### src/rtl/bus_master_ctrl.sv
// bus_master_ctrl: per-master bus access sequencer.
// Accepts one single-word read/write request from a core-side client,
// requests the shared bus from a round-robin arbiter, issues one address
// strobe, waits for the slave's ready (or a timeout), returns data/status
// to the client and releases the bus for one cycle. Every bus-side output
// is zero/inactive while the bus is not owned, so instances can be OR-muxed.
//
// Ports:
//   clk, reset       clock, asynchronous active-low reset
//   core_as_         client request strobe (active-low, sampled in IDLE only)
//   core_rw          1 = read, 0 = write
//   core_addr        request word address
//   core_wr_data     write data
//   core_rd_data     read data, updated at done, held until the next done
//   core_done        one-cycle completion pulse
//   core_err         one-cycle timeout pulse, coincident with core_done
//   busy             high whenever the sequencer is not idle
//   bus_req_/bus_grnt_  arbiter request/grant (active-low)
//   bus_as_          bus address strobe (active-low)
//   bus_rw, bus_addr, bus_wr_data  bus command, driven only while owning the bus
//   bus_rd_data      slave read data
//   bus_rdy_         slave ready (active-low)
module bus_master_ctrl #(
    parameter int ADDR_W  = 30,
    parameter int DATA_W  = 32,
    parameter int TIMEOUT = 255
) (
    input  logic              clk,
    input  logic              reset,
    input  logic              core_as_,
    input  logic              core_rw,
    input  logic [ADDR_W-1:0] core_addr,
    input  logic [DATA_W-1:0] core_wr_data,
    output logic [DATA_W-1:0] core_rd_data,
    output logic              core_done,
    output logic              core_err,
    output logic              busy,
    output logic              bus_req_,
    input  logic              bus_grnt_,
    output logic              bus_as_,
    output logic              bus_rw,
    output logic [ADDR_W-1:0] bus_addr,
    output logic [DATA_W-1:0] bus_wr_data,
    input  logic [DATA_W-1:0] bus_rd_data,
    input  logic              bus_rdy_
);
    localparam int CNT_W = $clog2(TIMEOUT + 1);
    localparam logic [CNT_W-1:0] CNT_MAX = CNT_W'(TIMEOUT);

    typedef enum logic [1:0] {S_IDLE, S_REQ, S_WAIT, S_RELEASE} state_t;

    state_t            state, state_nxt;
    logic              lat_rw, lat_rw_nxt;
    logic [ADDR_W-1:0] lat_addr, lat_addr_nxt;
    logic [DATA_W-1:0] lat_wdata, lat_wdata_nxt;
    logic [CNT_W-1:0]  cnt, cnt_nxt;

    logic [DATA_W-1:0] core_rd_data_nxt;
    logic              core_done_nxt, core_err_nxt, busy_nxt;
    logic              bus_req_nxt, bus_as_nxt, bus_rw_nxt;
    logic [ADDR_W-1:0] bus_addr_nxt;
    logic [DATA_W-1:0] bus_wr_data_nxt;

    // State and all outputs are registered together.
    always_ff @(posedge clk or negedge reset) begin
        if (!reset) begin
            state        <= S_IDLE;
            lat_rw       <= 1'b1;
            lat_addr     <= '0;
            lat_wdata    <= '0;
            cnt          <= '0;
            core_rd_data <= '0;
            core_done    <= 1'b0;
            core_err     <= 1'b0;
            busy         <= 1'b0;
            bus_req_     <= 1'b1;
            bus_as_      <= 1'b1;
            bus_rw       <= 1'b1;
            bus_addr     <= '0;
            bus_wr_data  <= '0;
        end else begin
            state        <= state_nxt;
            lat_rw       <= lat_rw_nxt;
            lat_addr     <= lat_addr_nxt;
            lat_wdata    <= lat_wdata_nxt;
            cnt          <= cnt_nxt;
            core_rd_data <= core_rd_data_nxt;
            core_done    <= core_done_nxt;
            core_err     <= core_err_nxt;
            busy         <= busy_nxt;
            bus_req_     <= bus_req_nxt;
            bus_as_      <= bus_as_nxt;
            bus_rw       <= bus_rw_nxt;
            bus_addr     <= bus_addr_nxt;
            bus_wr_data  <= bus_wr_data_nxt;
        end
    end

    always_comb begin
        state_nxt = state;
        unique case (state)
            S_IDLE:    if (!core_as_) state_nxt = S_REQ;
            S_REQ:     if (!bus_grnt_) state_nxt = S_WAIT;
            S_WAIT:    if (!bus_rdy_ || cnt == CNT_MAX) state_nxt = S_RELEASE;
            S_RELEASE: state_nxt = S_IDLE;
            default:   state_nxt = S_IDLE;
        endcase
    end

    // Computes the values the registered outputs take on the next edge.
    // Bus command outputs default to inactive; only the REQ->WAIT edge and
    // WAIT cycles that stay in WAIT drive the latched command.
    always_comb begin
        lat_rw_nxt       = lat_rw;
        lat_addr_nxt     = lat_addr;
        lat_wdata_nxt    = lat_wdata;
        cnt_nxt          = cnt;
        core_rd_data_nxt = core_rd_data;
        core_done_nxt    = 1'b0;
        core_err_nxt     = 1'b0;
        busy_nxt         = (state_nxt != S_IDLE);
        bus_req_nxt      = 1'b1;
        bus_as_nxt       = 1'b1;
        bus_rw_nxt       = 1'b1;
        bus_addr_nxt     = '0;
        bus_wr_data_nxt  = '0;
        unique case (state)
            S_IDLE: begin
                if (!core_as_) begin
                    lat_rw_nxt    = core_rw;
                    lat_addr_nxt  = core_addr;
                    lat_wdata_nxt = core_wr_data;
                    bus_req_nxt   = 1'b0;
                end
            end
            S_REQ: begin
                bus_req_nxt = 1'b0;
                if (!bus_grnt_) begin
                    bus_as_nxt      = 1'b0;
                    bus_rw_nxt      = lat_rw;
                    bus_addr_nxt    = lat_addr;
                    bus_wr_data_nxt = lat_wdata;
                    cnt_nxt         = '0;
                end
            end
            S_WAIT: begin
                // Ready takes priority over a timeout in the same cycle.
                if (!bus_rdy_) begin
                    if (lat_rw) core_rd_data_nxt = bus_rd_data;
                    core_done_nxt = 1'b1;
                end else if (cnt == CNT_MAX) begin
                    core_rd_data_nxt = '0;
                    core_done_nxt    = 1'b1;
                    core_err_nxt     = 1'b1;
                end else begin
                    cnt_nxt         = cnt + CNT_W'(1);
                    bus_req_nxt     = 1'b0;
                    bus_rw_nxt      = lat_rw;
                    bus_addr_nxt    = lat_addr;
                    bus_wr_data_nxt = lat_wdata;
                end
            end
            S_RELEASE: begin
            end
            default: begin
            end
        endcase
    end

endmodule

### config.mk
export PLATFORM = sky130hd
export DESIGN_NAME = bus_master_ctrl
export DESIGN_NICKNAME = d
export VERILOG_FILES = /design/src/rtl/bus_master_ctrl.sv
export SDC_FILE = /design/constraint.sdc
export NUM_CORES = 1
export LEC_CHECK = 0
export BUFFER_PORTS_ARGS = -buffer_cell sky130_fd_sc_hd__buf_4
export CAP_MARGIN = 5
export CORE_MARGIN = 8
export CORE_UTILIZATION = 51
export DETAILED_ROUTE_END_ITERATION = 16
export HOLD_SLACK_MARGIN = 0.15
export PLACE_DENSITY_LB_ADDON = 0.3
export SLEW_MARGIN = 30
export SYNTH_ARGS = -nofsm -noshare
export SYNTH_HDL_FRONTEND = slang
export SYNTH_SLANG_ARGS = --single-unit
### constraint.sdc
create_clock -name clk -period 2.6 [get_ports clk]
set_input_delay 0.26 -clock clk [delete_from_list [all_inputs] [get_ports clk]]
set_output_delay 0.26 -clock clk [all_outputs]
set_load 0.005 [all_outputs]
==> impl_table.tex <==
\begin{tabular}{lr}
\hline
Metric & Value \\
\hline
\multicolumn{2}{l}{\textbf{Status}} \\
Run status & finished clean \\
\multicolumn{2}{l}{\textbf{Clocking}} \\
Clock Tree Root & clkbuf\_16 \\
Insertion delay to the later sink of the worst-skew pair & 0.42 ns \\
Clock Pin Slew Worst Setup and Hold Paths & 0.06 ns \\
CTS Buf Count & 17 \\
CTS tree & built \\
Maximum clock path buffer count & 2 \\
CTS H-tree depth & 4 \\
Resize count post-CTS & 0 \\
CTS sink count & 173 \\
\multicolumn{2}{l}{\textbf{Global route}} \\
Antenna violations before repair & 1 \\
GRT Overall Usage & 23.15\% \\
Remaining Overflow, GRT & 0 \\
Largest net degree at the start of global routing & 66 \\
Vias in the first global route & 5,292 \\
Wire length of the first global-routing pass & 28,900 um \\
\multicolumn{2}{l}{\textbf{Floorplan}} \\
Starting density of the core & 52.54\% \\
Placeable core area & 12,060 um\^{}2 \\
Std-Cell Rows & 40 \\
Chip Height & 127.5 um \\
Number of top-level pins & 200 \\
Die area & 16,250 um\^{}2 \\
Horiz. Die Dim & 127.5 um \\
\multicolumn{2}{l}{\textbf{STA}} \\
Headroom to the max-slew limit & 59.78\% \\
Count of final max-slew check failures & 0 \\
Worst Tran Pin Value & 0.6033 ns \\
Unrepaired setup endpoints after global routing & false \\
Peak Freq & 472.5 MHz \\
Final hold violation count & 0 \\
Part of the cycle the worst path needs & 81.39\% \\
Total Neg Setup Slack & 0 ns \\
Post-layout minimum cycle time & 2.116 ns \\
Setup clock skew after layout & 0.007109 ns \\
Total of endpoints with negative setup slack in the final report & 0 \\
\multicolumn{2}{l}{\textbf{Setup path}} \\
Maximum fanout along the worst path & 10 \\
Critical path class & reg -> reg \\
Number of cells on the worst reg-to-reg path & 6 \\
Worst setup SP type & flop \\
Critical path arrival & 2.41 ns \\
Data required, critical path & 2.90 ns \\
Endpoint class of the critical path & flop \\
\multicolumn{2}{l}{\textbf{Synthesis}} \\
Syn Nets & 542 \\
Number of instances in the synthesized netlist & 436 \\
\#FFs+latches synth & 173 \\
Yosys warnings & 0 \\
Number of distinct library cells after synthesis & 39 \\
Post-Syn Area per Cell & 14.54 um\^{}2 \\
Post-synthesis sequential area ratio & 68.39\% \\
Netlist area before placement & 6337 um\^{}2 \\
\multicolumn{2}{l}{\textbf{Power}} \\
Peak supply drop & 541.4 uV \\
Power Density & 1055 nW/um\^{}2 \\
NetSw & 0.003025 W \\
Combinational cell fraction of total power & 32.3\% \\
Internal power consumption & 0.007154 W \\
Relative contribution of the clock network to total power & 25.7\% \\
Proportion of power drawn by flip-flops and latches & 42.0\% \\
Static Leak & 4.942 nW \\
Switching part of the total power & 29.71\% \\
Power, Total & 0.01018 W \\
\multicolumn{2}{l}{\textbf{Placed design}} \\
Area of placed instances & 8035 um\^{}2 \\
Placer's final routability congestion estimate & 0.8368 \\
Count of input and output buffers & 199 \\
Half-perimeter wire length of the detailed placement result & 11,290 um \\
\multicolumn{2}{l}{\textbf{Final layout}} \\
Area of all placed cells without fillers & 9648 um\^{}2 \\
Fraction of final layout cells sized beyond drive strength 1 & 42.32\% \\
Post-layout util & 79.99\% \\
Area growth, synth to finish & 52.24\% \\
Most common library cell in the layout ignoring fill and taps & buf\_4 \\
Leading cell types in the layout, fill and taps excluded & buf\_4, dfrtp\_1, dlygate4sd3\_1 \\
Final Net Count & 842 \\
\multicolumn{2}{l}{\textbf{Min path}} \\
Worst min path class & in -> async \\
\multicolumn{2}{l}{\textbf{Job}} \\
Number of max-cap violations & 0 \\
\multicolumn{2}{l}{\textbf{Detailed routing}} \\
1st-pass router iterations & 4 \\
Routed length per placed instance & 19.79 um \\
Routed Wire Length & 18,170 um \\
Number of nets with antenna violations after routing & 0 \\
DRC violation count after routing & 0 \\
Vias per inst & 5.295 \\
Routed via count & 4,861 \\
Number of design-rule violations left by the first detailed-router iteration & 315 \\
\hline
\end{tabular}
[synthesized netlist by cell type (all sizes together)]
master,count,area [um^2]
a211o,1,10.01
a21oi,4,20.02
a22o,32,280.3
a22oi,1,7.510
and2,2,13.77
and3,63,395.4
buf,8,52.55
clkbuf,20,75.07
dfrtp,169,4229
dfstp,4,105.1
ha,6,75.07
inv,7,26.28
mux2,64,724.4
mux2i,2,20.02
nand2,13,51.30
nand2b,3,18.77
nand3,5,30.03
nand4,1,6.260
nor2,4,15.01
nor2b,2,12.51
nor3,4,20.02
nor4,2,12.51
o211ai,1,7.510
o21ai,4,20.01
o22ai,2,12.51
o311a,1,10.01
o311ai,2,17.52
o31ai,2,15.01
o41ai,3,26.28
or2,1,6.260
or3,1,6.260
or4,2,15.01
[stage by stage]
| stage | cells | hold WS [ns] | worst slack (ns) |
|---|---|---|---|
| final | 918 | 0.3999 | 0.4838 |
| after global routing | 918 | 0.4538 | 0.2714 |
| after CTS | 917 | 0.4002 | 0.5166 |
| after detailed placement | 786 | 0.2764 | 0.5142 |
| after global placement | 786 | 0.2659 | 0.6507 |
| after floorplan | 436 | -0.03559 | 0.7354 |
[state kept, by name, indices dropped and copies added (netlist names)]
name and flops:
bus_as_ 1, state 2, bus_wr_data 32, bus_req_ 1
lat_rw 1, bus_addr 30, lat_wdata 32, lat_addr 30
core_done 1, cnt 8, core_rd_data 32, bus_rw 1
core_err 1, busy 1
[layout make-up]
cell class	instances	area, um^2
timing repair buffer	309	2584
clock buffer	23	488.0
antenna	1	2.502
tap	168	210.2
clock inverter	9	131.4
multi-input combinational	228	1872
inverter	7	26.28
fill	636	2414
sequential	173	4334
[power by group through the flow]
stage          sequential, W  clock (W)  combinational (W)
2_1_floorplan        0.00419          0            0.00166
5_1_grt              0.00438    0.00277            0.00357
4_1_cts              0.00423    0.00265            0.00327
3_3_place_gp         0.00420          0            0.00303
3_5_place_dp         0.00428          0            0.00313
6_report             0.00427    0.00262            0.00329
[critical path, cell delays in order, from the launching register on]
cell and delay (ns):
dfrtp_1 0.42, inv_1 0.16, ha_1 0.38, inv_1 0.23
nor3_1 0.52, nor4_1 0.14, mux2i_1 0.14
[timing repair]
item / 4_1_cts / 5_1_grt
hold buffers: 99 / 0
setup buffers: 0 / 0
hold endpoints to repair: 160 / 0
[path summary, 6_finish.rpt]
kind	startpoint	endpoint	slack, ns
hold reg to reg	lat_wdata[23]	lat_wdata[23]	0.50
min in group clk	lat_wdata[23]	lat_wdata[23]	0.50
setup / recovery	state[0]	cnt[5]	0.48
hold / removal	reset	core_rd_data[10]	0.40
setup reg to reg	state[0]	cnt[5]	0.48
max in group asynchronous	reset	core_rd_data[26]	1.32
[kinds of logic after synthesis]
group                    count (synthesis)  synth area share (%)
flip-flops                             173                 68.39
AND/OR/NAND/NOR                        103                 9.516
multiplexers                            66                 11.75
AO/OA/AOI/OAI                           53                 6.732
adder cells (fa/ha/maj)                  6                 1.185
buffers and inverters                   35                 2.428
[per-layer routing]
layer	wire length (um)	share of wire [%]	global-route usage (%)	vias up
met5	0	0	0	-
met4	354	1.9	9.167	0
met3	1657	9.1	8.985	31
met2	9389	52	39.51	218
met1	6766	37	25.52	2450
li1	-	-	-	2162
Note: power is estimated with default switching activity, not from simulation.
